$ cat src/rtl/fp_to_int_conv.sv
// Iterative IEEE-754 single to signed integer converter.
// Truncates toward zero, saturates on overflow, one shift per cycle.
module fp_to_int_conv #(
  parameter int OUT_W = 32
) (
  input  logic             clk,
  input  logic             rst,
  input  logic             in_valid,
  output logic             in_ready,
  input  logic [31:0]      fp_in,
  output logic             out_valid,
  input  logic             out_ready,
  output logic [OUT_W-1:0] int_out,
  output logic             ovf,
  output logic             invalid
);

  localparam logic [2:0] S_IDLE  = 3'd0;
  localparam logic [2:0] S_LOAD  = 3'd1;
  localparam logic [2:0] S_SHIFT = 3'd2;
  localparam logic [2:0] S_SIGN  = 3'd3;
  localparam logic [2:0] S_HOLD  = 3'd4;

  localparam logic signed [9:0] KMAX = 10'(OUT_W - 1);
  localparam logic [OUT_W-1:0] MAXP = {1'b0, {(OUT_W-1){1'b1}}};
  localparam logic [OUT_W-1:0] MINN = {1'b1, {(OUT_W-1){1'b0}}};

  logic [2:0]       state_q;
  logic             s_q;
  logic [7:0]       e_q;
  logic [22:0]      frac_q;
  logic [OUT_W-1:0] mag_q;
  logic [4:0]       cnt_q;
  logic             left_q;
  logic             sat_q;
  logic             ovf_q;
  logic             inv_q;

  logic signed [9:0] k;
  logic              is_nan;
  logic              big;
  logic              exact_min;
  logic [4:0]        nl;
  logic [4:0]        nr;

  assign in_ready = (state_q == S_IDLE) && !rst;

  // Classify the captured operand from its unbiased exponent.
  always_comb begin
    k         = $signed({2'b00, e_q}) - 10'sd127;
    is_nan    = (e_q == 8'hFF) && (frac_q != '0);
    big       = (e_q == 8'hFF) || (k >= KMAX);
    exact_min = s_q && (k == KMAX) && (frac_q == '0);
    nl        = 5'(k - 10'sd23);
    nr        = 5'(10'sd23 - k);
  end

  // Conversion sequencer: capture, classify, shift, apply sign, hold.
  always_ff @(posedge clk) begin
    if (rst) begin
      state_q   <= S_IDLE;
      s_q       <= 1'b0;
      e_q       <= '0;
      frac_q    <= '0;
      mag_q     <= '0;
      cnt_q     <= '0;
      left_q    <= 1'b0;
      sat_q     <= 1'b0;
      ovf_q     <= 1'b0;
      inv_q     <= 1'b0;
      out_valid <= 1'b0;
      int_out   <= '0;
      ovf       <= 1'b0;
      invalid   <= 1'b0;
    end else begin
      unique case (state_q)
        S_IDLE: begin
          if (in_valid) begin
            s_q     <= fp_in[31];
            e_q     <= fp_in[30:23];
            frac_q  <= fp_in[22:0];
            mag_q   <= (fp_in[30:23] == 8'd0) ? '0
                     : OUT_W'({1'b1, fp_in[22:0]});
            sat_q   <= 1'b0;
            ovf_q   <= 1'b0;
            inv_q   <= 1'b0;
            ovf     <= 1'b0;
            invalid <= 1'b0;
            state_q <= S_LOAD;
          end
        end
        S_LOAD: begin
          if (is_nan) begin
            mag_q   <= '0;
            inv_q   <= 1'b1;
            s_q     <= 1'b0;
            state_q <= S_SIGN;
          end else if (big) begin
            sat_q   <= 1'b1;
            ovf_q   <= !exact_min;
            mag_q   <= s_q ? MINN : MAXP;
            state_q <= S_SIGN;
          end else if (k < 10'sd0) begin
            mag_q   <= '0;
            state_q <= S_SIGN;
          end else if (k > 10'sd23) begin
            left_q  <= 1'b1;
            cnt_q   <= nl;
            state_q <= S_SHIFT;
          end else if (k == 10'sd23) begin
            state_q <= S_SIGN;
          end else begin
            left_q  <= 1'b0;
            cnt_q   <= nr;
            state_q <= S_SHIFT;
          end
        end
        S_SHIFT: begin
          mag_q <= left_q ? (mag_q << 1) : (mag_q >> 1);
          cnt_q <= cnt_q - 5'd1;
          if (cnt_q == 5'd1) state_q <= S_SIGN;
        end
        S_SIGN: begin
          int_out   <= sat_q ? mag_q : (s_q ? -mag_q : mag_q);
          ovf       <= ovf_q;
          invalid   <= inv_q;
          out_valid <= 1'b1;
          state_q   <= S_HOLD;
        end
        S_HOLD: begin
          if (out_ready) begin
            out_valid <= 1'b0;
            state_q   <= S_IDLE;
          end
        end
        default: state_q <= S_IDLE;
      endcase
    end
  end

endmodule

$ cat config.mk
export PLATFORM = sky130hd
export DESIGN_NAME = fp_to_int_conv
export DESIGN_NICKNAME = d
export VERILOG_FILES = /design/src/rtl/fp_to_int_conv.sv
export SDC_FILE = /design/constraint.sdc
export NUM_CORES = 1
export LEC_CHECK = 0
export CORE_AREA = 2 2 103 105
export CTS_CLUSTER_SIZE = 16
export DETAILED_ROUTE_END_ITERATION = 10
export DIE_AREA = 0 0 105 107
export GPL_ROUTABILITY_DRIVEN = 0
export MAX_ROUTING_LAYER = met4
export PLACE_DENSITY = 0.94
export SYNTH_ARGS = -nofsm -noshare
export SYNTH_HDL_FRONTEND = slang
export SYNTH_SLANG_ARGS = --single-unit
$ cat constraint.sdc
create_clock -name clk -period 7.3 [get_ports clk]
set_input_delay 2.19 -clock clk [delete_from_list [all_inputs] [get_ports clk]]
set_output_delay 2.19 -clock clk [all_outputs]
set_load 0.02 [all_outputs]
==> flow_metrics.tcl <==
set metrics [dict create \
    synth-seq-cells 111 \
    period_needed_ns 5.37 \
    netlist_area_um2 6050 \
    drv_slew 0 \
    fin_setup_tns_ns 0 \
    via_per_inst 6.09 \
    postCtsHoldBufs 0 \
    max_slew_margin_pct 16.4 \
    drtAntennaViolNets 0 \
    rr_worst_depth 9 \
    coreArea_um2 10100 \
    critPathKind "primary input to primary output" \
    hold_path_depth 2 \
    tightest_slew_ns 1.25 \
    worst_setup_path_start_kind "primary input" \
    routed-via-count 5539 \
    drt_iter0_drc 459 \
    cp_max_fo 6 \
    max_freq_mhz 186 \
    power.share.switching_pct 40.4 \
    min_period_over_period_pct 73.5 \
    drv_cap 0 \
    grt_max_degree 109 \
    rows 37 \
    finalSetupViolCount 0 \
    seqCellArea_um2 2220 \
    die_h_um 107 \
    cellPowerDensity_nw_per_um2 283 \
    layout-drive-gt1-share_pct 9.96 \
    ctsResizeCount 0 \
    place_hpwl_mm 10.1 \
    dieArea_um2 11200 \
    fillCellCount 770 \
    pin_count 72 \
    pwr-share-seq_pct 43.1 \
    synth_cell_types 63 \
    syn_to_final_growth_pct 13.8 \
    cts_tree "built" \
    numCtsBuffers 9 \
    cts_root_buf "clkbuf_8" \
    clock_path_buffers 2 \
    ys.flop_type "dfxtp_1" \
    synthArstFlopShare_pct 0 \
    die_w_um 105 \
    track_usage_pct 26.9 \
    cp.arrival_ns 3.18 \
    ir_drop_v 0.000166 \
    p_int_w 0.00116 \
    grt_pass1_vias 5103 \
    finalNetCount 812 \
    synth_nets 792 \
    antenna_found_initial 0 \
    clock-skew-final_ns 0.00810 \
    antenna_cells 0 \
    p_leak_nw 2.25 \
    whs_ns 0.460 \
    multiInputGateArea_um2 3510 \
    ys_seq_area_share_pct 36.7 \
    netlist_instances 748 \
    h-tree-depth 3 \
    switchingPower_w 0.000788 \
    post_drt_wl_per_cell_um 16.0 \
    worstPathRequired_ns 5.11 \
    start_util_pct 60.0 \
    first_pass_iters 5 \
    route.detailed.drc 0 \
    clk_pin_slew_ns 0.10 \
    avgSynthCellArea_um2 8.09 \
    finalHoldViolCount 0 \
    combPwrFrac_pct 37.2 \
    critPathCaptureType "primary output" \
    synth_edf_count 0 \
    hp-class "flop to flop" \
    cts_setup_buffers 0 \
    cts_sinks 111 \
    rsz0062_at_grt "no" \
    clk_latency_ns 0.37 \
    grt_pass1_wl_mm 24.3 \
    io_buffers 71 \
    synth_warnings 0 \
    clkPwrFrac_pct 19.7 \
    wirelength_mm 14.5 \
    gr-total-overflow 0 \
    status "completed" \
]
[flip-flops by register name (all words and copies together), names as in the netlist, 3 cells and up]
register	flops
state_q	3
e_q	8
cnt_q	5
mag_q	32
frac_q	23
int_out	32
[placed cells by master (no fill, tap or decap), drive strengths merged, types with 5 or more instances in the layout]
master	instances
a211oi	58
nor4	11
ha	8
clkbuf	9
xnor2	21
nand2	105
o31ai	7
inv	14
mux2i	25
a21oi	80
nand2b	5
xor2	14
nor3	17
dfxtp	111
buf	5
o21ai	16
nor2	108
nor2b	6
mux2	10
clkdlybuf4s50	70
or4	6
nand3	9
[worst max-delay path: stages]
cell and delay (ns):
buf_4 0.13, nor4_1 0.19, clkdlybuf4s50_1 0.66
[per-layer routing]
| metal | track usage [%] | vias up | routed length [µm] |
|---|---|---|---|
| met1 | 33.2 | 2628 | 6040 |
| li1 | - | 2673 | - |
| met4 | 8.00 | 0 | 356 |
| met5 | - | - | 0 |
| met3 | 3.47 | 34 | 762 |
| met2 | 46.4 | 204 | 7360 |
[cell usage after synthesis (all sizes together), types with 5 or more instances]
cell type / instances / share of area, %
clkbuf: 55 / 3.5
xnor2: 21 / 3.0
mux2i: 25 / 4.1
nand2b: 5 / 0.52
nor2b: 6 / 0.66
nor3: 17 / 1.7
o21ai: 16 / 1.3
o31ai: 7 / 0.95
xor2: 14 / 2.0
nand3: 9 / 0.83
mux2: 10 / 1.9
nor4: 11 / 1.4
or4: 6 / 0.87
dfxtp: 111 / 37
nand2: 105 / 6.5
buf: 11 / 1.3
a211oi: 58 / 9.7
a21oi: 80 / 6.6
ha: 8 / 1.7
inv: 12 / 0.74
nor2: 108 / 6.7
[cells by family after synthesis]
group / Yosys count / synth area share [%]
compound gates: 194 / 23.6
xor+xnor: 35 / 5.06
fa+ha+maj: 8 / 1.65
buf+inv: 78 / 5.46
flops: 111 / 36.7
mux: 35 / 5.99
simple gates: 287 / 21.5
[layout make-up]
cell class / instances / area share (%)
sequential: 111 / 32.3
inverter: 12 / 0.654
tap: 136 / 2.47
clock inverter: 7 / 1.18
multi-input combinational: 559 / 50.9
timing repair buffer: 75 / 10.7
clock buffer: 9 / 1.80
[metrics by stage]
stage / setup WS (ns) / cells / power (W) / util, % / area, µm²
finish: 1.93 / 909 / 0.00195 / 68.2 / 6890
global route: 1.87 / 909 / 0.00207 / 68.2 / 6890
CTS: 1.89 / 908 / 0.00194 / 68.2 / 6880
detailed placement: 1.89 / 892 / 0.00156 / 66.1 / 6680
global placement: 1.97 / 892 / 0.00152 / 66.1 / 6680
floorplan: 1.94 / 748 / 0.00139 / - / 6050
[power by group through the flow]
stage	combinational, W	clock (W)	sequential (W)
4_1_cts	0.000717	0.000387	0.000836
2_1_floorplan	0.000596	0	0.000797
3_5_place_dp	0.000708	0	0.000850
3_3_place_gp	0.000678	0	0.000841
5_1_grt	0.000798	0.000411	0.000859
6_report	0.000726	0.000385	0.000841
[final timing paths]
path / from / to / slack (ns)
hold reg to reg: int_out[0]$_SDFFE_PP0P_ / int_out[0]$_SDFFE_PP0P_ / 0.46
setup reg to reg: e_q[0]$_SDFFE_PP0P_ / mag_q[12]$_SDFFE_PP0P_ / 3.24
setup / recovery: rst / in_ready / 1.93
hold / removal: int_out[0]$_SDFFE_PP0P_ / int_out[0]$_SDFFE_PP0P_ / 0.46
(Power assumes the default switching activity.)
